**src/rtl/reg_file_32x32.sv**
```systemverilog
`timescale 1ns/1ps
// reg_file_32x32
// Thirty-two entry general-purpose register file with two synchronous read
// ports, one write port addressed by a one-hot select, same-edge write-to-read
// bypass, and register 0 hardwired to zero.
//
// Ports:
//   clk        rising-edge clock for all state
//   rst_n      asynchronous active-low reset
//   wr_en      write request
//   wr_onehot  one-hot write select (bit i selects register i)
//   wr_data    write data
//   rd_en      read request for both ports
//   rd_addr_a  read address, port A
//   rd_addr_b  read address, port B
//   rd_data_a  registered read data, port A
//   rd_data_b  registered read data, port B
//   rd_valid   one-cycle pulse marking fresh read data
//   wr_err     one-cycle pulse flagging a write select that was not one-hot
module reg_file_32x32 #(
   parameter int DATA_WIDTH = 32
) (
   input  logic                  clk,
   input  logic                  rst_n,
   input  logic                  wr_en,
   input  logic [31:0]           wr_onehot,
   input  logic [DATA_WIDTH-1:0] wr_data,
   input  logic                  rd_en,
   input  logic [4:0]            rd_addr_a,
   input  logic [4:0]            rd_addr_b,
   output logic [DATA_WIDTH-1:0] rd_data_a,
   output logic [DATA_WIDTH-1:0] rd_data_b,
   output logic                  rd_valid,
   output logic                  wr_err
);

   logic [DATA_WIDTH-1:0] regs [32];
   logic                  onehot_ok;
   logic                  legal_wr;
   logic [DATA_WIDTH-1:0] next_a;
   logic [DATA_WIDTH-1:0] next_b;

   // A select is one-hot when it is nonzero and clearing its lowest set bit
   // leaves nothing behind. Only a one-hot select may write or bypass.
   assign onehot_ok = (wr_onehot != 32'd0) &&
                      ((wr_onehot & (wr_onehot - 32'd1)) == 32'd0);
   assign legal_wr  = wr_en && onehot_ok;

   // Read-side value for each port: register 0 is always zero, a legal write
   // on this same edge to the addressed register wins over storage, and
   // otherwise the stored value is returned.
   always_comb begin
      next_a = regs[rd_addr_a];
      next_b = regs[rd_addr_b];
      if (legal_wr && wr_onehot[rd_addr_a]) begin
         next_a = wr_data;
      end
      if (legal_wr && wr_onehot[rd_addr_b]) begin
         next_b = wr_data;
      end
      if (rd_addr_a == 5'd0) begin
         next_a = '0;
      end
      if (rd_addr_b == 5'd0) begin
         next_b = '0;
      end
   end

   // Storage. Entry 0 is only ever cleared by reset, so it stays zero; a
   // select of bit 0 therefore quietly writes nothing.
   always_ff @(posedge clk or negedge rst_n) begin
      if (!rst_n) begin
         for (int i = 0; i < 32; i++) begin
            regs[i] <= '0;
         end
      end else begin
         for (int i = 1; i < 32; i++) begin
            if (legal_wr && wr_onehot[i]) begin
               regs[i] <= wr_data;
            end
         end
      end
   end

   // Output registers. Read data holds while rd_en is low; the valid and
   // error flags are single-cycle pulses reflecting the previous edge.
   always_ff @(posedge clk or negedge rst_n) begin
      if (!rst_n) begin
         rd_data_a <= '0;
         rd_data_b <= '0;
         rd_valid  <= 1'b0;
         wr_err    <= 1'b0;
      end else begin
         if (rd_en) begin
            rd_data_a <= next_a;
            rd_data_b <= next_b;
         end
         rd_valid <= rd_en;
         wr_err   <= wr_en && !onehot_ok;
      end
   end

endmodule
```
**config.mk**
```make
export PLATFORM = sky130hd
export DESIGN_NAME = reg_file_32x32
export DESIGN_NICKNAME = d
export VERILOG_FILES = /design/src/rtl/reg_file_32x32.sv
export SDC_FILE = /design/constraint.sdc
export NUM_CORES = 2
export LEC_CHECK = 0
export CORE_ASPECT_RATIO = 0.9
export CORE_MARGIN = 2
export CORE_UTILIZATION = 35
export CTS_BUF_LIST = sky130_fd_sc_hd__clkbuf_4 sky130_fd_sc_hd__clkbuf_8
export DETAILED_ROUTE_END_ITERATION = 8
export GPL_ROUTABILITY_DRIVEN = 0
export HOLD_SLACK_MARGIN = 0.06
export PLACE_DENSITY = 0.58
export REMOVE_ABC_BUFFERS = 1
export SLEW_MARGIN = 30
export SYNTH_ARGS = -nofsm -noshare
export SYNTH_HDL_FRONTEND = slang
export SYNTH_SLANG_ARGS = --single-unit
export TNS_END_PERCENT = 30
```
**constraint.sdc**
```tcl
create_clock -name clk -period 2.3 [get_ports clk]
set_clock_uncertainty 0.15 [all_clocks]
set_input_delay 0.345 -clock clk [delete_from_list [all_inputs] [get_ports clk]]
set_output_delay 0.345 -clock clk [all_outputs]
set_load 0.005 [all_outputs]
```
Word-level counts from Yosys, hierarchy flattened. Cells that the tools add are included.

Magnitude comparators: 4. Mux-type cells: 14. Reductions and logical operators: 41. Bitwise gates (word level): 3. Add/sub/neg operators: 1.

Operator list (count): binary-select mux 32 bit (select 5 bit) (2); two-way mux 32 bit (8); logical AND 1 bit (36); bitwise AND 32 bit (1); zero test 32 bit (1); nonzero test 32 bit (1); subtractor 32 x 1 -> 32 bit (second input constant) (1); >= comparator 6 bit (second input constant) (2); < comparator 5 x 6 -> 1 bit (second input constant) (2); inverter 5 -> 6 bit (2); binary-select mux 1 bit (select 5 bit) (2); zero test 5 bit (2); two-way mux 1 bit (2); zero test 1 bit (1).

Flip-flop bits (word level): 1058. Logic and storage cells: 98.

Longest topological paths before layout.
Depth after elaboration: 8. Gate-level depth with buffers: 11. Mapped depth without buffers: 7.

Worst setup path before layout. Ideal clock, no wire load.

Path kind: input port to flip-flop. From: in rd_addr_b[0]. To: reg rd_data_b[13]. Slack: -1.240 ns. Arrival time: 3.248 ns. Stages on the path: 10. Cells stage by stage: clkbuf_1 > clkbuf_1 > buf_2 > buf_1 > mux4_2 > mux4_2 > mux2i_1 > nor2_1 > o21ai_0 > o221ai_1.

Cells in the longest elaborated chain, start to end: 6.

RTL lines: start, declared (RTL line 30) `input logic [4:0] rd_addr_b,`; inverter 5 -> 6 bit (not written as such) (RTL line 54) `next_b = regs[rd_addr_b];`; binary-select mux 32 bit (select 5 bit) (RTL line 54); two-way mux 32 bit (not written as such) (2 in a row) (RTL line 54); two-way mux 32 bit (RTL line 58) `if (legal_wr && wr_onehot[rd_addr_b]) begin`; two-way mux 32 bit (*) (RTL line 64) `if (rd_addr_b == 5'd0) begin`; end signal, assigned (RTL line 96) `rd_data_b <= next_b;`; end, declared (RTL line 32) `output logic [DATA_WIDTH-1:0] rd_data_b,`.

Mark *: on every way between the ends. The rest lies on a longest branch, timed or not. The select of a mux whose other input is x is not followed. A chain may end at the register's enable or synchronous reset.

Worst setup path in the final report.
From: in wr_onehot[1]. To: reg regs[697] (netlist bit).

Cells in the longest elaborated chain, start to end: 6.

RTL lines: start, declared (RTL line 26) `input logic [31:0] wr_onehot,`; subtractor 32 x 1 -> 32 bit (RTL line 46) `((wr_onehot & (wr_onehot - 32'd1)) == 32'd0);`; bitwise AND 32 bit (RTL line 46); zero test 32 bit (RTL line 46); logical AND 1 bit (*) (RTL line 45) `assign onehot_ok = (wr_onehot != 32'd0) &&`; logical AND 1 bit (*) (RTL line 47) `assign legal_wr = wr_en && onehot_ok;`; logical AND 1 bit (*) (RTL line 78) `if (legal_wr && wr_onehot[i]) begin`; end signal, assigned by index (RTL line 79) `regs[i] <= wr_data;`; end, declared (RTL line 37) `logic [DATA_WIDTH-1:0] regs [32];`.

Mark *: on every way between the ends. The rest lies on a longest branch, timed or not.

==> flow_summary.ini <==
[run_status]
status = finished with violations
violations = negative setup slack

[sta]
fin_crit_ns = 2.87
setup_slack_ns = -0.573
slew_viol_final = 0
max_freq_ghz = 0.348
finalHoldViolCount = 0
post-route-period-util_pct = 125
finalSetupViolations = 1069
slew_headroom_pct = 36.2
rsz0062_at_grt = true
tightest_slew_ns = 0.954
fin_setup_tns_ns = -461.90

[clocking]
numCtsBuffers = 177
clockBufferDepth = 3
cts_tree = built
clock_latency_ns = 0.91
h-tree-depth = 4
root_buffer = clkbuf_8
cts_sinks = 1058
clk_pin_slew_ns = 0.06

[synthesis]
synthTopCellsByArea = dfrtp_1 46%, mux4_2 23%, mux2_2 19%, clkbuf_1 1.5%, mux2_1 1.4%
synth_edf_count = 0
avgSynthCellArea_um2 = 15.4
yosysSeqAreaShare_pct = 46.4
yosys_warnings = 32
synth-async-reset-ratio_pct = 100
yosysTopAreaCellShare_pct = 46.4
synth_common_cells = 1058 x dfrtp_1, 983 x mux2_2, 586 x mux4_2
syn-cell-area_um2 = 57100
yosysMostFrequentCell = dfrtp_1
yosysTopAreaCell = dfrtp_1
syn_inst = 3703
synth-main-ff-cell = dfrtp_1
ys_ff_latch = 1058
synth.distinct_cells = 55

[setup_path]
crit_fanout = 7
crit_type = input port to flop
path_cells = buf_6, or4_4, nand4b_4, buf_6, buf_4, o21ai_1, nand4b_1, nor4_4, buf_4, buf_8, buf_4, nand4_1, buf_6, buf_12, mux2_2
setup.worst_path.start_class = input port
crit_buf_inv = 8
slowest_delay_ns = 0.55
cp_slowest_cell = or4_4
required_ns = 2.88
cp.arrival_ns = 3.46
reg2reg_slack_ns = -0.09
crit_path_end_kind = flop
cp_top_family = simple AND/OR/NAND/NOR gates

[global_route]
grt_pass1_wl_um = 296000
grt_antenna_before_repair = 6
track_usage_pct = 24.6
first_global_vias = 39820
grt_max_degree = 117
grt-ovfl-total = 0

[power_and_ir_drop]
p_leak_nw = 34.1
p_total_w = 0.0403
ir_drop_mv = 0.387
powerDensity_nw_per_um2 = 553

[floorplan]
die_h_um = 387
coreArea_um2 = 162000
design.portCount = 144
start_util_pct = 35.3
die-area_um2 = 166000
die_width_um = 430
fp-row-count = 140

[placed_design]
dpl.cell_count = 6051
dp_hpwl_um = 121000
portBuffers = 143

[routing]
drc = 0
ant_nets = 0
wl_per_cell_um = 32.6
first_pass_iters = 5
routed_wl_um = 213000
drt_iter0_markers = 4069
routed_via_density = 5.99
vias = 39053

[final_layout]
finalNetCount = 4329
layout-drive-gt1-share_pct = 60.3
stdcell_count = 6523
fillers = 14288
syn2layout_area_growth_pct = 27.6

[flow_run]
maxCapViolCount = 0

[hold_path]
hp-class = input port to flop
cell type report:
type / count / area [µm²] / share of cell area [%]
Tap cell: 2130 / 2670 / 3.66
Clock inverter: 23 / 180 / 0.247
Inverter: 64 / 240 / 0.330
Multi-Input combinational cell: 2175 / 29300 / 40.2
Timing Repair Buffer: 775 / 10300 / 14.2
Sequential cell: 1058 / 26500 / 36.3
Clock buffer: 294 / 3680 / 5.05
Antenna cell: 4 / 10.0 / 0.0137
power by group:
group | switching, W | internal, W
logic | 0.00199 | 0.00124
registers | 0.000000798 | 0.0186
clock network | 0.00827 | 0.0102
through the flow:
stage	area, µm²	hold slack (ns)	worst slack, ns	util (%)
2_1_floorplan	55400	-0.101	-2.58	-
3_3_place_gp	65200	0.125	-1.94	40.3
3_5_place_dp	65200	0.128	-1.88	40.3
4_1_cts	71900	0.0605	-0.477	44.4
5_1_grt	72900	0.172	-0.564	45.0
6_report	72900	0.171	-0.573	45.0
what timing repair did:
item / 4_1_cts / 5_1_grt
buffers inserted: 56 / 23
endpoints found under the hold margin: 1124 / 0
pin swaps: 51 / 15
hold buffers: 10 / 0
resized for setup: 267 / 131
setup endpoints to repair: 1122 / 1120
gates cloned: 47 / 24
per-layer routing:
metal  up-vias  track usage [%]  wire [µm]
met5         -                0         21
met4         4             8.92       8220
met3       380             5.62      17900
met2      1750             37.7      97300
met1     21295             34.2      89400
li1      15624                -          -
state kept, by name, summed over array words and instances (netlist names):
register	cells
regs	992
rd_valid	1
wr_err	1
rd_data_b	32
rd_data_a	32
path summary, 6_finish.rpt:
kind                                  startpoint                         to  cells past startpoint
max reg2reg                regs[386]$_DFFE_PN0P_   rd_data_b[2]$_DFFE_PN0P_                      7
max                                 wr_onehot[1]      regs[697]$_DFFE_PN0P_                     15
min                                  wr_data[22]  rd_data_b[22]$_DFFE_PN0P_                      4
min reg2reg                 regs[67]$_DFFE_PN0P_       regs[67]$_DFFE_PN0P_                      1
max in group asynchronous                  rst_n   rd_data_a[9]$_DFFE_PN0P_                      5
min in group asynchronous                  rst_n      regs[526]$_DFFE_PN0P_                      3
cells in the final DEF (no fill, tap or decap), types with 4 or more instances in the layout:
| master | count |
|---|---|
| dfrtp_1 | 1058 |
| mux2_2 | 973 |
| mux4_2 | 586 |
| buf_4 | 305 |
| clkbuf_8 | 236 |
| buf_12 | 194 |
| clkdlybuf4s50_1 | 110 |
| mux2i_1 | 81 |
| nor2_1 | 75 |
| nand2_1 | 70 |
| inv_1 | 64 |
| a22o_1 | 63 |
| clkbuf_4 | 58 |
| mux2_4 | 56 |
| buf_6 | 52 |
| o21ai_0 | 51 |
| buf_16 | 46 |
| o221ai_1 | 40 |
| nand4_1 | 33 |
| mux2_1 | 26 |
| o221ai_2 | 25 |
| clkbuf_16 | 20 |
| o21ai_1 | 14 |
| clkinv_2 | 14 |
| buf_8 | 11 |
| bufbuf_16 | 10 |
| dlygate4sd3_1 | 9 |
| a21oi_1 | 7 |
| or4_4 | 6 |
| clkbuf_2 | 5 |
| diode_2 | 4 |
| or3_4 | 4 |
| or2_2 | 4 |
| dlygate4sd2_1 | 4 |
kinds of logic (layout without fill, tap and decap cells):
| logic type | after synthesis | in the layout | synth area share, % |
|---|---|---|---|
| multiplexers | 1722 | 1722 | 45.3 |
| other | 0 | 4 | 0 |
| buffers and inverters | 470 | 1156 | 3.38 |
| AND/OR/NAND/NOR | 222 | 222 | 1.87 |
| adder cells (fa/ha/maj) | 3 | 3 | 0.0526 |
| AO/OA/AOI/OAI | 228 | 228 | 3.00 |
| flip-flops | 1058 | 1058 | 46.4 |
worst register-to-register path, stage by stage, from the launching register on:
cell,delay [ns]
dfrtp_1,0.40
mux4_2,0.50
mux4_2,0.54
mux2i_1,0.26
buf_4,0.16
nor2_1,0.03
o21ai_0,0.10
o221ai_1,0.14
Power figures use the tool's default switching activity.
